<file path="src/rtl/pipeline_pkg.sv">
`default_nettype none
// ============================================================================
//  Module      : pipeline_pkg
//  Description : Shared types and constants for the 5-stage pipeline control.
//  Revision    : 1.0  initial release
// ============================================================================
package pipeline_pkg;

    localparam int unsigned c_reg_idx_w  = 5;
    localparam int unsigned c_perf_cnt_w = 32;
    localparam logic [c_reg_idx_w-1:0] c_x0_idx = '0;

    typedef enum logic [1:0] {
        RUN      = 2'b00,
        MEM_WAIT = 2'b01,
        ERROR    = 2'b10
    } hz_state_e;

endpackage
`default_nettype wire

</file>
<file path="src/rtl/hazard_perf_cnt.sv">
`default_nettype none
// ============================================================================
//  Module      : hazard_perf_cnt
//  Description : Wrapping stall / load-use / flush event counters.
//  Revision    : 1.0  initial release
// ============================================================================
module hazard_perf_cnt
    import pipeline_pkg::*;
(
    input  logic                    clk,
    input  logic                    rst,
    input  logic                    stall_evt,
    input  logic                    load_use_evt,
    input  logic                    flush_evt,
    output logic [c_perf_cnt_w-1:0] perf_stall_cycles,
    output logic [c_perf_cnt_w-1:0] perf_load_use,
    output logic [c_perf_cnt_w-1:0] perf_flushes
);

    logic [c_perf_cnt_w-1:0] r_stall_cycles;
    logic [c_perf_cnt_w-1:0] r_load_use;
    logic [c_perf_cnt_w-1:0] r_flushes;

    always_ff @(posedge clk or posedge rst) begin
        if (rst) begin
            r_stall_cycles <= '0;
            r_load_use     <= '0;
            r_flushes      <= '0;
        end else begin
            if (stall_evt)    r_stall_cycles <= r_stall_cycles + 1'b1;
            if (load_use_evt) r_load_use     <= r_load_use + 1'b1;
            if (flush_evt)    r_flushes      <= r_flushes + 1'b1;
        end
    end

    assign perf_stall_cycles = r_stall_cycles;
    assign perf_load_use     = r_load_use;
    assign perf_flushes      = r_flushes;

endmodule
`default_nettype wire

</file>
<file path="src/rtl/hazard_controller.sv">
`default_nettype none
// ============================================================================
//  Module      : hazard_controller
//  Description : Pipeline enable/flush sequencing for load-use, branch and
//                memory-wait hazards with a memory timeout trap.
//                Optional counters enabled by macro HAZARD_PERF_CNT_EN.
//  Revision    : 1.0  initial release
// ============================================================================
module hazard_controller
    import pipeline_pkg::*;
#(
    parameter int unsigned MEM_TIMEOUT = 255
) (
    input  logic                    clk,
    input  logic                    rst,
    input  logic                    mem_read_EX,
    input  logic [c_reg_idx_w-1:0]  rd_EX,
    input  logic [c_reg_idx_w-1:0]  rs1_ID,
    input  logic [c_reg_idx_w-1:0]  rs2_ID,
    input  logic                    rs1_used_ID,
    input  logic                    rs2_used_ID,
    input  logic                    branch_taken_EX,
    input  logic                    mem_req_MEM,
    input  logic                    mem_ready,
    output logic                    pc_en,
    output logic                    if_id_en,
    output logic                    id_ex_en,
    output logic                    ex_mem_en,
    output logic                    mem_wb_en,
    output logic                    if_id_flush,
    output logic                    id_ex_flush,
    output logic                    mem_wb_flush,
    output logic                    mem_err,
    output logic [c_perf_cnt_w-1:0] perf_stall_cycles,
    output logic [c_perf_cnt_w-1:0] perf_load_use,
    output logic [c_perf_cnt_w-1:0] perf_flushes
);

    localparam logic [15:0] c_wait_last = 16'(MEM_TIMEOUT - 1);

    hz_state_e   r_state;
    hz_state_e   w_state_nxt;
    logic [15:0] r_wait_cnt;
    logic        r_mem_err;
    logic        w_active;
    logic        w_mem_stall;
    logic        w_load_use;

    assign w_active    = (r_state != ERROR);
    assign w_mem_stall = w_active && mem_req_MEM && !mem_ready;
    assign w_load_use  = mem_read_EX && (rd_EX != c_x0_idx) &&
                         ((rs1_used_ID && (rs1_ID == rd_EX)) ||
                          (rs2_used_ID && (rs2_ID == rd_EX)));

    always_ff @(posedge clk or posedge rst) begin
        if (rst) begin
            r_state    <= RUN;
            r_wait_cnt <= '0;
            r_mem_err  <= 1'b0;
        end else begin
            r_state    <= w_state_nxt;
            r_wait_cnt <= (r_state == MEM_WAIT) ? r_wait_cnt + 16'd1 : 16'd0;
            if (w_state_nxt == ERROR) r_mem_err <= 1'b1;
        end
    end

    always_comb begin
        w_state_nxt = r_state;
        case (r_state)
            RUN:      if (w_mem_stall) w_state_nxt = MEM_WAIT;
            MEM_WAIT: begin
                if (mem_ready)                     w_state_nxt = RUN;
                else if (r_wait_cnt == c_wait_last) w_state_nxt = ERROR;
            end
            ERROR:    w_state_nxt = ERROR;
            default:  w_state_nxt = RUN;
        endcase
    end

    // A branch that coincides with a memory stall is held off until mem_ready,
    // since the frozen EX stage keeps presenting it.
    always_comb begin
        pc_en        = 1'b0;
        if_id_en     = 1'b0;
        id_ex_en     = 1'b0;
        ex_mem_en    = 1'b0;
        mem_wb_en    = 1'b0;
        if_id_flush  = 1'b0;
        id_ex_flush  = 1'b0;
        mem_wb_flush = 1'b0;
        if (!rst && w_active) begin
            if (w_mem_stall) begin
                mem_wb_flush = 1'b1;
            end else if (branch_taken_EX) begin
                pc_en       = 1'b1;
                if_id_en    = 1'b1;
                id_ex_en    = 1'b1;
                ex_mem_en   = 1'b1;
                mem_wb_en   = 1'b1;
                if_id_flush = 1'b1;
                id_ex_flush = 1'b1;
            end else if (w_load_use) begin
                id_ex_en    = 1'b1;
                ex_mem_en   = 1'b1;
                mem_wb_en   = 1'b1;
                id_ex_flush = 1'b1;
            end else begin
                pc_en       = 1'b1;
                if_id_en    = 1'b1;
                id_ex_en    = 1'b1;
                ex_mem_en   = 1'b1;
                mem_wb_en   = 1'b1;
            end
        end
    end

    assign mem_err = r_mem_err;

`ifdef HAZARD_PERF_CNT_EN
    logic w_flush_evt;
    logic w_lu_evt;
    logic w_stall_evt;

    assign w_flush_evt = w_active && !w_mem_stall && branch_taken_EX;
    assign w_lu_evt    = w_active && !w_mem_stall && !branch_taken_EX && w_load_use;
    assign w_stall_evt = w_mem_stall || w_lu_evt;

    hazard_perf_cnt u_perf_cnt (
        .clk               (clk),
        .rst               (rst),
        .stall_evt         (w_stall_evt),
        .load_use_evt      (w_lu_evt),
        .flush_evt         (w_flush_evt),
        .perf_stall_cycles (perf_stall_cycles),
        .perf_load_use     (perf_load_use),
        .perf_flushes      (perf_flushes)
    );
`else
    assign perf_stall_cycles = '0;
    assign perf_load_use     = '0;
    assign perf_flushes      = '0;
`endif

endmodule
`default_nettype wire

</file>
<file path="config.mk">
export PLATFORM = sky130hd
export DESIGN_NAME = hazard_controller
export DESIGN_NICKNAME = d
export VERILOG_FILES = /design/src/rtl/pipeline_pkg.sv /design/src/rtl/hazard_perf_cnt.sv /design/src/rtl/hazard_controller.sv
export SDC_FILE = /design/constraint.sdc
export NUM_CORES = 1
export LEC_CHECK = 0
export CORE_MARGIN = 2
export CORE_UTILIZATION = 39
export DETAILED_ROUTE_END_ITERATION = 7
export PLACE_DENSITY = 0.95
export REMOVE_ABC_BUFFERS = 1
export SYNTH_ARGS = -nofsm -noshare
export SYNTH_HDL_FRONTEND = slang
export SYNTH_SLANG_ARGS = --single-unit
</file>
<file path="constraint.sdc">
create_clock -name clk -period 4 [get_ports clk]
set_input_delay 0.8 -clock clk [delete_from_list [all_inputs] [get_ports clk]]
set_output_delay 0.8 -clock clk [all_outputs]
set_load 0.005 [all_outputs]
</file>
==> impl.org <==
** CTS
- Max Buffers Root-to-Sink :: 2
- Clock tree synthesis found a total of 19 sinks.
- CTS Buf Count :: 3
- Hold repair after CTS inserted 0 buffers.
- Gates resized, CTS repair :: 0
- TritonCTS built the clock tree.
- Postcts setup bufs :: 0
- The later pin in the worst-skew pair is clocked with a latency of ~0.26 ns.
- H-tree depth :: 1
- Cell at the root of the clock tree :: sky130_fd_sc_hd__clkbuf_8
- After clock tree synthesis, the clock-pin slew on the worst setup and hold paths is approximately 0.070 ns.

** Power and ir drop
- Switching power of the nets :: between 0.0001 and 0.00015 W
- VDD IR max :: 0.2574 mV
- Proportion of power drawn by flip-flops and latches :: 47.7%
- The clock network burns between 30% and 40% of the power.
- Of the total power, combinational logic draws approximately a fifth.
- The analysis attributes to cell leakage a power of around 0.93 nW.
- In this run switching power makes up 26.95% of total power.
- Power per Cell Area :: between 200 and 250 nW/um2
- Internal power of the cells :: about 0.00030 W

** Yosys
- Post-synthesis cell count :: 213
- Top cells by count, synth :: sky130_fd_sc_hd__buf_4 (99), sky130_fd_sc_hd__dfrtp_1 (19), sky130_fd_sc_hd__xor2_1 (16), sky130_fd_sc_hd__nor2_1 (14)
- Among all flip-flop cells after synthesis, the most frequent one is sky130_fd_sc_hd__dfrtp_1.
- Unique masters post-synth :: 36
- The cell area that synthesis handed to floorplanning was around 1900 um2.
- EDFF count, synth :: 0
- Top cells by area, synth :: sky130_fd_sc_hd__buf_4 (40%), sky130_fd_sc_hd__dfrtp_1 (26%), sky130_fd_sc_hd__xor2_1 (7.6%)
- sky130_fd_sc_hd__buf_4 is the most common cell in the netlist.
- In this run, synthesis produced a sequential element count of 19.
- Portion of the post-synthesis area used by sequential elements :: between 20% and 30%
- Syn. warnings :: 0
- Fraction of synthesized cell area taken by the top area cell type :: 40.11%
- After synthesis, the mean cell area works out to 8.700 um2.
- Largest area contributor in the netlist :: sky130_fd_sc_hd__buf_4
- Counting flops with an async set or reset pin after synthesis yields a share of 100.0%.

** Global route
- Global-route wire length before repair :: around 4300 um
- For this run the aggregate overflow at the end of global routing stands at 0.
- Pin count of the biggest net entering global routing :: 20
- Via count of the first global-routing pass :: 992
- Antenna violations before repair :: 0
- Global routing used 10.62% of the available tracks across all layers.

** Setup path
- Crit-path cells :: clkdlybuf4s50_1 > or4_1 > o21ai_0 > o31a_1 > clkdlybuf4s50_1
- In this run the number of cells on the critical path is 5.
- R2r setup slk :: between 2 and 2.5 ns
- Worst setup path category :: primary input to primary output
- Worst endpoint required time :: 3.20 ns
- On the critical path, the stage with the largest delay is an instance of sky130_fd_sc_hd__or4_1.
- Kind of end point of the critical path :: primary output
- Crit start category :: primary input
- Of all nets on the critical path, the largest fanout is 3.
- Arr. time, crit path :: 2.69 ns
- The number of cells on the worst reg-to-reg path is 4.
- Among cell families on the critical path, the largest total delay comes from buffers and inverters.
- Peak per-stage delay on the critical path :: roughly 0.53 ns
- Tracing the worst setup path back leads to its startpoint at rd_EX[1].
- Capturing element of the worst setup path :: pc_en
- RR Endpoint :: r_wait_cnt[14]
- Most frequent cell on the critical path :: sky130_fd_sc_hd__clkdlybuf4s50_1
- The critical path contains buffers and inverters numbering 2 combined.
- In this run the critical register-to-register path is launched from r_wait_cnt[2].

** Floorplan
- I/O Pins :: 128
- Die width :: 72.93 um
- The die is 72.93 um tall.
- After floorplanning, the core was divided into 25 placement rows.
- For this configuration, the core starts out at a cell density of 39.76%.
- The core region is between 4000 and 5000 um2.
- The die covers between 5000 and 6000 um2.

** Timing
- Final hold violation count :: 0
- The number of max-slew violations in the final report came to 0.
- Setup repair after global routing left no endpoint under its margin.
- Fin crit share :: between 80% and 90%
- Min setup slack post-route :: between 0.5 and 0.6 ns
- Final critical delay including setup and external delays :: approximately 3.5 ns
- Based on the critical path, the design can be clocked at up to about 0.29 GHz.
- Measured slew at the worst slew-check pin :: around 0.7 ns
- Count of endpoints failing setup in the final report :: 0
- Worst slew margin relative to its limit :: between 50% and 60%
- For the final database, setup skew stands at 0.002889 ns.
- Sum Neg Setup Slack :: 0 ns

** Hold path
- In this run the worst hold path is classified as flop to flop.
- The worst hold path begins at r_state[1].

** Cells and area
- The repair_antennas step left the layout with diodes totalling 0.
- After the last flow step, the layout net total stands at approximately 270.
- In the final layout, the share of cells above drive strength 1 is 2.905%.
- From synthesis to final layout, the design area changed by 0.9451%.
- Finished Layout Cells :: about 300
- Utilization after layout :: between 40% and 50%
- Summing all non-filler instances in the final layout gives an area of 1871 um2.

** Detailed routing
- Drc violations :: 0
- Post-route antenna net violation count :: 0
- In the final routed layout, each cell accounts on average for roughly 9.5 um.
- The final layout contains routed wiring with a total length of 2811 um.
- Routed via count :: 1223
- After the first detailed-routing iteration, the DRC count stood at 16.
- Ratio of routed vias to standard cells :: around 4.1
- Pre-antenna DRT Iters :: 4

** Place
- Weighted congestion reported at the end of routability-driven placement :: approximately 0.81
- Detailed placement finished with a half-perimeter wire length of between 2000 and 2500 um.
- After detailed placement, the design holds a cell count of just under 300.
- Timing analysis after detailed placement gives a worst setup slack of 0.5016 ns.
- Post-DP Area :: between 1500 and 2000 um2
- Input and output buffers added on the ports amount to 31.

** Run status
- The flow ran to the end, and the final reports show no timing, DRC or antenna violations.

** Run
- The tool flagged a number of max-cap violations equal to 0.
[kinds of logic (layout without fill, tap and decap cells)]
| logic type | count (synthesis) | after routing | share of synthesized area, % |
|---|---|---|---|
| compound gates | 15 | 15 | 5.267 |
| xor+xnor | 20 | 20 | 9.453 |
| fa+ha+maj | 2 | 2 | 1.350 |
| buf+inv | 105 | 38 | 41.73 |
| flops | 19 | 19 | 25.66 |
| other cells | 1 | 96 | 0.2024 |
| simple gates | 51 | 51 | 16.34 |
[cells in the final DEF (no fill, tap or decap), drive strengths merged]
cell type and instances:
a31o 1, nand4b 1, a311o 1, and4 2, clkdlybuf4s50 31, nor4 2, nor3 3, o21ai 5
nor3b 1, a21oi 4, o31a 1, a32oi 1, inv 3, conb 96, clkbuf 4, and3 1
ha 2, nand2 4, or3 4, o21bai 1, and2 3, xor2 16, or4 3, nor2b 2
nand2b 1, dfrtp 19, xnor2 4, nand3 5, a2111oi 1, nand4 5, nor2 14
[routing by layer]
layer	vias to the layer above	GRT usage, %	share of wire (%)
li1	560	-	-
met1	579	10.28	35
met2	75	18.79	53
met3	9	3.591	8.7
met4	0	7.407	3.5
met5	-	0	0
[stage by stage]
stage                     power [W]  hold slack (ns)
after detailed placement  0.0002817           0.4629
after floorplan           0.0002417           0.4381
after CTS                 0.0004152           0.4728
after global placement    0.0002802           0.4518
after global routing      0.0004356           0.4934
final                     0.0004131           0.4755
[area by class of cell]
type	instances	area, um2
fill	460	2790
multi-input combinational	184	960.9
sequential	19	475.5
timing repair buffer	31	310.3
tap	54	67.56
clock buffer	4	45.04
inverter	3	11.26
[flip-flops by register name, summed over array words and instances (netlist names)]
register,cells
mem_err,1
r_state,2
r_wait_cnt,16
[power by group through the flow]
stage	sequential [W]	clock [W]	combinational, W
4_1_cts	0.000197	0.000137	0.0000814
6_report	0.000197	0.000133	0.0000827
3_5_place_dp	0.000201	0	0.0000811
3_3_place_gp	0.000200	0	0.0000800
5_1_grt	0.000197	0.000143	0.0000950
2_1_floorplan	0.000200	0	0.0000418
[worst min-delay path by stage]
stage / endpoint / slack, ns / cells after the start
detailed placement: r_state[0] / 0.46 / 1
finish: r_state[0] / 0.48 / 1
CTS: r_state[0] / 0.47 / 1
global placement: r_state[0] / 0.45 / 1
global route: r_state[0] / 0.49 / 1
floorplan: r_state[0] / 0.44 / 1
Note: power is estimated with default switching activity, not from simulation.
